## src/rtl/uart_apb_bridge.sv

```systemverilog
// UART-to-APB bridge: 8N1 command frames on rx become single APB transfers; replies go out on tx.
// Optional macro UART_APB_TIMEOUT_EN aborts a stalled ACCESS after TIMEOUT cycles and answers 'T'.
module uart_apb_bridge #(
    parameter int CLK_FREQ = 50_000_000,
    parameter int BAUD     = 115_200,
    parameter int TIMEOUT  = 255
) (
    input  logic        PCLK,
    input  logic        PRESETn,
    input  logic        rx,
    output logic        tx,
    output logic        PSEL,
    output logic        PENABLE,
    output logic        PWRITE,
    output logic [7:0]  PADDR,
    output logic [31:0] PWDATA,
    input  logic [31:0] PRDATA,
    input  logic        PREADY,
    input  logic        PSLVERR,
    output logic        busy
);

    localparam int DIV = CLK_FREQ / BAUD;
    localparam int CW  = $clog2(DIV + 1);
    localparam logic [CW-1:0] DIV_M1  = CW'(DIV - 1);
    localparam logic [CW-1:0] HALF_M1 = CW'(DIV / 2 - 1);

    localparam logic [7:0] CH_W = 8'h57;
    localparam logic [7:0] CH_R = 8'h52;
    localparam logic [7:0] CH_K = 8'h4B;
    localparam logic [7:0] CH_E = 8'h45;
    localparam logic [7:0] CH_Q = 8'h3F;

    typedef enum logic [3:0] {
        S_CMD, S_ADDR, S_D0, S_D1, S_D2, S_D3, S_SETUP, S_ACCESS, S_RESP
    } state_t;

    state_t          state, state_nx;
    logic            rx_meta, rx_s, rx_q;
    logic            rx_on, rx_en, rx_valid, rx_ferr;
    logic [3:0]      rx_idx;
    logic [CW-1:0]   rx_cnt;
    logic [7:0]      rx_byte;
    logic            tx_load;
    logic [31:0]     load_data;
    logic [1:0]      load_more;
    logic [9:0]      tx_frame;
    logic [3:0]      tx_bits;
    logic [CW-1:0]   tx_cnt;
    logic [23:0]     resp_data;
    logic [1:0]      resp_left;
    logic            tmo_hit;

    assign rx_en   = (state == S_CMD) || (state == S_ADDR) || (state == S_D0) ||
                     (state == S_D1) || (state == S_D2) || (state == S_D3);
    assign PSEL    = (state == S_SETUP) || (state == S_ACCESS);
    assign PENABLE = (state == S_ACCESS);
    assign busy    = (state != S_CMD);
    assign tx      = (tx_bits != 4'd0) ? tx_frame[0] : 1'b1;

    // Receiver: rx_idx 0 is the start bit (checked at half a bit), 1..8 data, 9 stop.
    always_ff @(posedge PCLK or negedge PRESETn) begin
        if (!PRESETn) begin
            rx_meta  <= 1'b1;
            rx_s     <= 1'b1;
            rx_q     <= 1'b1;
            rx_on    <= 1'b0;
            rx_idx   <= 4'd0;
            rx_cnt   <= '0;
            rx_byte  <= 8'h00;
            rx_valid <= 1'b0;
            rx_ferr  <= 1'b0;
        end else begin
            // NOTE: sequential state uses non-blocking assignments so every flop sees pre-edge values.
            rx_meta  <= rx;
            rx_s     <= rx_meta;
            rx_q     <= rx_s;
            rx_valid <= 1'b0;
            rx_ferr  <= 1'b0;
            if (!rx_on) begin
                if (rx_en && rx_q && !rx_s) begin
                    rx_on  <= 1'b1;
                    rx_idx <= 4'd0;
                    rx_cnt <= '0;
                end
            end else if (rx_idx == 4'd0) begin
                if (rx_cnt == HALF_M1) begin
                    rx_cnt <= '0;
                    if (rx_s) rx_on  <= 1'b0;
                    else      rx_idx <= 4'd1;
                end else begin
                    rx_cnt <= rx_cnt + CW'(1);
                end
            end else if (rx_cnt == DIV_M1) begin
                rx_cnt <= '0;
                if (rx_idx == 4'd9) begin
                    rx_on    <= 1'b0;
                    rx_valid <= rx_s;
                    rx_ferr  <= !rx_s;
                end else begin
                    rx_byte <= {rx_s, rx_byte[7:1]};
                    rx_idx  <= rx_idx + 4'd1;
                end
            end else begin
                rx_cnt <= rx_cnt + CW'(1);
            end
        end
    end

`ifdef UART_APB_TIMEOUT_EN
    localparam logic [15:0] TMO_LAST = 16'(TIMEOUT - 1);
    logic [15:0] tmo_cnt;

    always_ff @(posedge PCLK or negedge PRESETn) begin
        if (!PRESETn)                tmo_cnt <= 16'd0;
        else if (state == S_ACCESS)  tmo_cnt <= tmo_cnt + 16'd1;
        else                         tmo_cnt <= 16'd0;
    end
    assign tmo_hit = (tmo_cnt == TMO_LAST);
`else
    // Without the counter ACCESS never aborts; TIMEOUT is only legal as 1..65535, so this is 0.
    assign tmo_hit = (TIMEOUT == 0);
`endif

    always_ff @(posedge PCLK or negedge PRESETn) begin
        if (!PRESETn) state <= S_CMD;
        else          state <= state_nx;
    end

    always_comb begin
        // NOTE: every combinational output is defaulted first so no path leaves a latch behind.
        state_nx  = state;
        tx_load   = 1'b0;
        load_data = 32'h0;
        load_more = 2'd0;
        case (state)
            S_CMD: begin
                if (rx_valid) begin
                    if (rx_byte == CH_W || rx_byte == CH_R) begin
                        state_nx = S_ADDR;
                    end else begin
                        state_nx  = S_RESP;
                        tx_load   = 1'b1;
                        load_data = {24'h0, CH_Q};
                    end
                end
            end
            S_ADDR: begin
                if (rx_ferr)       state_nx = S_CMD;
                else if (rx_valid) state_nx = PWRITE ? S_D0 : S_SETUP;
            end
            S_D0, S_D1, S_D2, S_D3: begin
                if (rx_ferr)       state_nx = S_CMD;
                else if (rx_valid) state_nx = (state == S_D3) ? S_SETUP : state_t'(state + 4'd1);
            end
            S_SETUP: state_nx = S_ACCESS;
            S_ACCESS: begin
                if (PREADY) begin
                    state_nx = S_RESP;
                    tx_load  = 1'b1;
                    if (PSLVERR)     load_data = {24'h0, CH_E};
                    else if (PWRITE) load_data = {24'h0, CH_K};
                    else begin
                        load_data = PRDATA;
                        load_more = 2'd3;
                    end
                end else if (tmo_hit) begin
                    state_nx  = S_RESP;
                    tx_load   = 1'b1;
                    load_data = 32'h0000_0054;
                end
            end
            S_RESP: begin
                if (tx_bits == 4'd0) state_nx = S_CMD;
            end
            default: state_nx = S_CMD;
        endcase
    end

    // APB request fields; they only change while bytes are being collected, so they hold afterward.
    always_ff @(posedge PCLK or negedge PRESETn) begin
        if (!PRESETn) begin
            PWRITE <= 1'b0;
            PADDR  <= 8'h00;
            PWDATA <= 32'h0;
        end else if (rx_valid) begin
            case (state)
                S_CMD: begin
                    if (rx_byte == CH_W) begin
                        PWRITE <= 1'b1;
                    end else if (rx_byte == CH_R) begin
                        PWRITE <= 1'b0;
                        PWDATA <= 32'h0;
                    end
                end
                S_ADDR:                 PADDR  <= rx_byte;
                S_D0, S_D1, S_D2, S_D3: PWDATA <= {rx_byte, PWDATA[31:8]};
                default: ;
            endcase
        end
    end

    // Transmitter: a chained byte is loaded on the edge that ends the previous stop bit.
    always_ff @(posedge PCLK or negedge PRESETn) begin
        if (!PRESETn) begin
            tx_frame  <= '1;
            tx_bits   <= 4'd0;
            tx_cnt    <= '0;
            resp_data <= 24'h0;
            resp_left <= 2'd0;
        end else if (tx_load) begin
            tx_frame  <= {1'b1, load_data[7:0], 1'b0};
            resp_data <= load_data[31:8];
            resp_left <= load_more;
            tx_bits   <= 4'd10;
            tx_cnt    <= '0;
        end else if (tx_bits != 4'd0) begin
            if (tx_cnt == DIV_M1) begin
                tx_cnt <= '0;
                if (tx_bits == 4'd1 && resp_left != 2'd0) begin
                    tx_frame  <= {1'b1, resp_data[7:0], 1'b0};
                    resp_data <= {8'h00, resp_data[23:8]};
                    resp_left <= resp_left - 2'd1;
                    tx_bits   <= 4'd10;
                end else begin
                    tx_frame <= {1'b1, tx_frame[9:1]};
                    tx_bits  <= tx_bits - 4'd1;
                end
            end else begin
                tx_cnt <= tx_cnt + CW'(1);
            end
        end
    end

endmodule

```

## config.mk

```make
export PLATFORM = sky130hd
export DESIGN_NAME = uart_apb_bridge
export DESIGN_NICKNAME = d
export VERILOG_FILES = /design/src/rtl/uart_apb_bridge.sv
export SDC_FILE = /design/constraint.sdc
export NUM_CORES = 1
export LEC_CHECK = 0
export ABC_AREA = 1
export BUFFER_PORTS_ARGS = -buffer_cell sky130_fd_sc_hd__buf_2
export CAP_MARGIN = 10
export CORE_ASPECT_RATIO = 0.9
export CORE_MARGIN = 2
export CORE_UTILIZATION = 41
export DETAILED_ROUTE_END_ITERATION = 12
export RECOVER_POWER = 25
export SLEW_MARGIN = 10
export SYNTH_ARGS = -nofsm -noshare
export SYNTH_HDL_FRONTEND = slang
export SYNTH_SLANG_ARGS = --single-unit
```

## constraint.sdc

```tcl
create_clock -name PCLK -period 2.7 [get_ports PCLK]
set_input_delay 0.54 -clock PCLK [delete_from_list [all_inputs] [get_ports PCLK]]
set_output_delay 0.54 -clock PCLK [all_outputs]
set_load 0.01 [all_outputs]
```

======== Yosys cells after proc, flatten, opt, wreduce, memory -nomap -nowiden ========
Cells that the tools add are included.
operators by class
  add/subtract/negate cells ............... 6
  eq/ne operators ......................... 26
  multiplexer cells ....................... 77
  bitwise gates (word level) .............. 2
  reductions and logical operators ........ 32
operators by type and width
  cell                 count
  $mux 32              5
  $pmux 32 s2          2
  $mux 24              4
  $mux 9               9
  $mux 4               20
  $mux 10              3
  $pmux 4 s6           1
  $mux 1               21
  $add 9x1->9 const B  2
  $eq 9x9->1 const B   2
  $eq 4x3->1 const B   4
  $eq 8x7->1 const B   2
  $mux 2               8
  $reduce_bool 2->1    7
  $logic_not 4->1      3
  $mux 6               2
  $ne 3x3->1 const B   4
  $reduce_and 5->1     2
  $eq 9x8->1 const B   1
  $add 4x1->4 const B  2
  $eq 4x1->1 const B   2
  $eq 4x2->1 const B   2
  $eq 4x4->1 const B   2
  $reduce_and 4->1     2
  16 further kinds     31
word-level totals
  register bits after elaboration ......... 121
  input bits .............................. 37
  output and inout port bits .............. 45
  logic and storage cells ................. 161

======== Depth between registers and ports, before layout ========
  depth after elaboration ................. 10
  depth in mapped cells ................... 12
  depth with buffers taken out ............ 12

======== Least setup slack after synthesis ========
No wires, ideal clock.
  path type ............................... register to register
  start ................................... register state[0]
  end ..................................... register resp_data[10]
  library setup time ...................... 0.116 ns
  arrival ................................. 1.579 ns
  required time ........................... 2.584 ns
  setup slack ............................. 1.004 ns
  stages on the path, launching flop included .. 11
  path buffers ............................ 1
  period minus slack after synthesis ...... 1.696 ns
  cell sequence ........................... dfrtp_1 > inv_1 > ha_1 > inv_1 > nor2_4 > nand4_4 > nand3_1 > nand2_2 > buf_6 > nand2_1 > nand2_1
on the way
  cells in the longest elaborated chain, start to end .. 4
  elaborated cells between the ends (all ways) .. 9
  those cells by class .................... 1 x eq/ne; 3 x mux; 5 x reduce/logical
RTL lines
  item                                           RTL line  RTL
  from (decl)                                    38        state_t state, state_nx;
  from (signal assigned)                         127       else state <= state_nx;
  $eq 4x3->1 or $logic_not 4->1 (tied branches)  136       case (state)
  $pmux 1 s2                                     136
  $reduce_bool 2->1 (no line)                    n/a
  $reduce_and 3->1 (no line)                     n/a
  to (signal assigned)                           213       resp_data <= load_data[31:8];
  to (signal assigned)                           222       resp_data <= {8'h00, resp_data[23:8]};
  to (decl)                                      50        logic [23:0] resp_data;
Several ways; a longest one is shown, not always the timed one.
A chain may end at the register's enable or synchronous reset.

======== Worst setup path after layout ========
  start ................................... register tx_bits[0]
  end ..................................... output tx
on the way
  cells in the longest elaborated chain, start to end .. 2
RTL lines
  item                    RTL line  RTL
  from (decl)             48        logic [3:0] tx_bits;
  from (signal assigned)  227       tx_bits <= tx_bits - 4'd1;
  $reduce_bool 4->1       59        assign tx = (tx_bits != 4'd0) ? tx_frame[0] : 1'b1;
  $mux 1                  59
  to (decl)               11        output logic tx,
No other way between the ends.

==> results.md <==
| Stage | Parameter | This run |
| --- | --- | --- |
| placement | Placer's final routability congestion estimate | 0.8613 |
| die | Top Ports | 82 |
| power and ir drop | Leakage component of the power | 3.710 nW |
| routing | Routed vias | 5,044 |
| power and ir drop | Total power of the final layout | 0.004122 W |
| final layout | Share of post-route cells with drive strength above 1 | 18.29% |
| routing | Number of violations reported at the end of detailed-routing iteration 0 | 415 |
| placement | Final HPWL DP | 9622 um |
| routing | Post-DRT Antenna Nets | 0 |
| run status | Outcome | complete, no violations |
| run | Number of max-cap violations | 0 |
| clock tree | Total clock buffers created by CTS | 17 |
| clock tree | Hold_buf cts | 0 |
| critical path | Arrival time reported for the critical path endpoint | 1.92 ns |
| routing | Via/cell ratio | 4.850 |
| global routing | All-layer global routing usage | 18.25% |
| final layout | Layout-stage area growth over the synthesis result | 18.82% |
| power and ir drop | Part of the total power dissipated in the clock network | 54.6% |
| clock tree | CTS Root Buffer Type | clkbuf_16 |
| routing | DR pass1 iterations | 5 |
| synthesis | Number of unique standard cell types used by synthesis | 36 |
| sta | Transition time at the pin with the least slew margin | 1.231 ns |
| sta | Final hold violation count | 0 |
| power and ir drop | Power Internal | 0.003267 W |
| sta | Period utilisation layout | 91.22% |
| clock tree | Total of cells resized after clock tree synthesis | 0 |
| global routing | Total congestion overflow | 0 |
| synthesis | Async SR Flop Fraction | 100.0% |
| global routing | Pin count of the biggest net entering global routing | 44 |
| critical path | Worst Setup Start Kind | register |
| synthesis | Gate count of the mapped netlist | 744 |
| critical path | Cell breakdown of the critical path | inv_1 > ha_1 > nand2_2 > inv_2 > or2_2 > buf_2 |
| power and ir drop | Relative contribution of combinational cells to total power | 1.6% |
| clock tree | Number of clock sinks | 120 |
| power and ir drop | Net load switching power | 0.0008552 W |
| power and ir drop | Power density normalized to cell area | 571.6 mW/mm^2 |
| clock tree | Clock transition at the registers of the reported paths | 0.06 ns |
| min path | Cell count of the worst hold path | 1 |
| synthesis | Mean cell area of the mapped netlist | 8.158 sq um |
| routing | Wire length after detailed routing | 13,710 um |
| placement | Setup WS pre-CTS | 0.5193 ns |
| global routing | Initial antenna violation count | 0 |
| synthesis | Most used standard cell by instance count after synthesis | nand2_1 |
| synthesis | Post-synthesis register bit count | 120 |
| sta | Max-slew violation count | 0 |
| critical path | Nature of the critical path endpoint | primary output |
| synthesis | Warning count from the yosys run | 0 |
| die | Starting density of the core | 41.55% |
| sta | Setup TNS Final | 0 ns |
| clock tree | TritonCTS clock tree | done |
| final layout | Number of antenna cells inserted | 0 |
| synthesis | Portion of synthesized cell area occupied by the leading cell type | 44.53% |
| die | Die span in x | 132.3 um |
| sta | Hold Slack | 0.2302 ns |
| power and ir drop | Switching Fraction | 20.75% |
| sta | Setup clock skew after layout | 0.009183 ns |
| critical path | Worst Reg2Reg Path Length in Cells | 9 |
| clock tree | Worst skew pair latency | 0.41 ns |
| die | Area of the die | 0.01579 sq mm |
| die | Rows | 42 |
| critical path | Critical-path top delay cell | dfrtp_1 |
| critical path | Largest stage delay on the critical path | 0.41 ns |
| placement | Number of I/O port buffers | 81 |
| clock tree | Clock H-tree levels | 4 |
| synthesis | Biggest area contributors in the synthesized netlist | dfrtp_1 45%, nand2_1 14%, inv_1 5.9% |
| synthesis | Commonest register cell after synthesis | dfrtp_1 |
| final layout | Multi-input logic area | 0.002504 sq mm |
| power and ir drop | Sequential share of power | 43.8% |
| critical path | Maximum fanout count along the critical path | 11 |
| final layout | End-of-flow core utilization | 49.37% |
| final layout | Area taken by flip-flops and latches | 0.003018 sq mm |
| critical path | Type of the setup path with the least slack | register to primary output |
| sta | Total setup violations reported at the end of the flow | 0 |
| global routing | Number of global-route vias before repair | 4,890 |
| synthesis | Largest area contributor in the synthesized netlist | dfrtp_1 |
| synthesis | Combined area of all synthesized cells | 0.006070 sq mm |
| sta | Setup repair after global routing missed its margin | false |
| sta | Max_slew headroom | 17.92% |
| min path | HP Class | input port to register |
| synthesis | Count of flip-flops with a built-in enable after synthesis | 0 |
| final layout | Number of filler instances in the final layout | 1,472 |
| die | Core outline area | 0.01461 sq mm |
| clock tree | Number of post-CTS setup repair buffers | 0 |
| die | Chip height | 119.4 um |
| sta | Minimum setup slack in the final design | 0.2370 ns |
| power and ir drop | Highest ir drop seen on vdd | 0.0005249 V |
| routing | # DRC | 0 |
| global routing | First-pass GRT wire length | 23,200 um |
| synthesis | Post-Syn Nets | 796 |
| sta | Minimum period implied by the final worst setup slack | 2.463 ns |
| final layout | Number of nets in the layout | 881 |
| clock tree | Max clock buf depth | 2 |
| sta | Highest achievable clock rate | 406.0 MHz |
| synthesis | Leading cell types by count after synthesis | 231 x nand2_1, 108 x dfrtp_1, 96 x inv_1 |
| routing | Average routed wire per standard cell | 13.18 um |
| critical path | Data required time at the worst endpoint | 2.16 ns |
| synthesis | Sequential cell area fraction in the yosys report | 49.72% |
[cell usage in the layout, fill, tap and decap left out, types with 3 or more instances in the layout]
| cell | n |
|---|---|
| xor2_1 | 9 |
| inv_2 | 5 |
| nor2_1 | 32 |
| o211ai_1 | 14 |
| nand2_1 | 230 |
| clkbuf_16 | 17 |
| buf_2 | 80 |
| nand3_1 | 70 |
| clkbuf_2 | 3 |
| nand2_2 | 4 |
| nor2_2 | 4 |
| nand4_1 | 6 |
| dfrtp_1 | 108 |
| o22ai_1 | 37 |
| xnor2_1 | 3 |
| ha_1 | 15 |
| bufinv_16 | 3 |
| clkinv_2 | 5 |
| clkbuf_1 | 4 |
| nand3b_1 | 3 |
| inv_1 | 96 |
| a21oi_1 | 4 |
| dfstp_2 | 11 |
| o21ai_1 | 8 |
| nor3_1 | 6 |
| buf_4 | 7 |
| clkinvlp_4 | 3 |
| o21ai_0 | 39 |
[metrics by stage]
step | cell area (sq um) | instances
floorplan | 6070 | 744
global placement | 6636 | 1008
detailed placement | 6636 | 1008
CTS | 7224 | 1040
global route | 7212 | 1040
finish | 7212 | 1040
[final cells by class]
cell class,count,share of cell area (%)
well taps,198,3.435
inverters,101,5.257
multi-input cells,497,34.72
flip-flops and latches,120,41.85
repair buffers,92,6.593
clock buffers,19,6.003
clock inverters,13,2.151
[routing by layer]
layer	vias up	track usage [%]	wire length (um)
met3	10	4.811	463
met4	0	5.040	108
met2	85	29.17	6573
met1	2367	24.68	6561
li1	2582	-	-
met5	-	0	0
[worst paths after layout]
path                                             start                   endpoint  slack (ns)
worst max register to register    state[0]$_DFFE_PN0P_  resp_data[12]$_DFFE_PN0P_        0.53
worst min register to register       rx_meta$_DFF_PN1_             rx_s$_DFF_PN1_        0.36
max in group asynchronous                      PRESETn     rx_byte[5]$_DFFE_PN0P_        0.70
worst max-delay path            tx_bits[0]$_DFFE_PN0P_                         tx        0.24
worst min-delay path                                rx          rx_meta$_DFF_PN1_        0.23
min in group asynchronous                      PRESETn      PWDATA[8]$_DFFE_PN0P_        0.31
[power groups by stage]
stage          registers, W  clock network (W)   logic (W)
6_report            0.00181            0.00225   0.0000675
5_1_grt             0.00181            0.00238   0.0000803
3_5_place_dp        0.00184                  0   0.0000741
3_3_place_gp        0.00184                  0   0.0000730
2_1_floorplan       0.00184                  0  0.00000350
4_1_cts             0.00181            0.00229   0.0000742
[registers in the layout (all words and copies together), names as in the netlist, 2 cells and up]
name and flops:
resp_data 24, PWDATA 32, rx_idx 4, rx_byte 8, rx_cnt 9, tx_frame 9, PADDR 8, tx_bits 4
resp_left 2, state 4, tx_cnt 9
[critical path: cells and delay by family (launching register included)]
family,cells,cell delay (ns)
adder cells (fa/ha/maj),1,0.23
AND/OR/NAND/NOR,2,0.50
flip-flops,1,0.41
buffers and inverters,3,0.38
[cells by family after synthesis]
logic type | after synthesis | synth area share (%)
simple gates | 363 | 25.89
xor+xnor | 12 | 1.732
compound gates | 107 | 10.49
buf+inv | 127 | 9.070
fa+ha+maj | 15 | 3.092
flops | 120 | 49.72
Note: power is estimated with default switching activity, not from simulation.
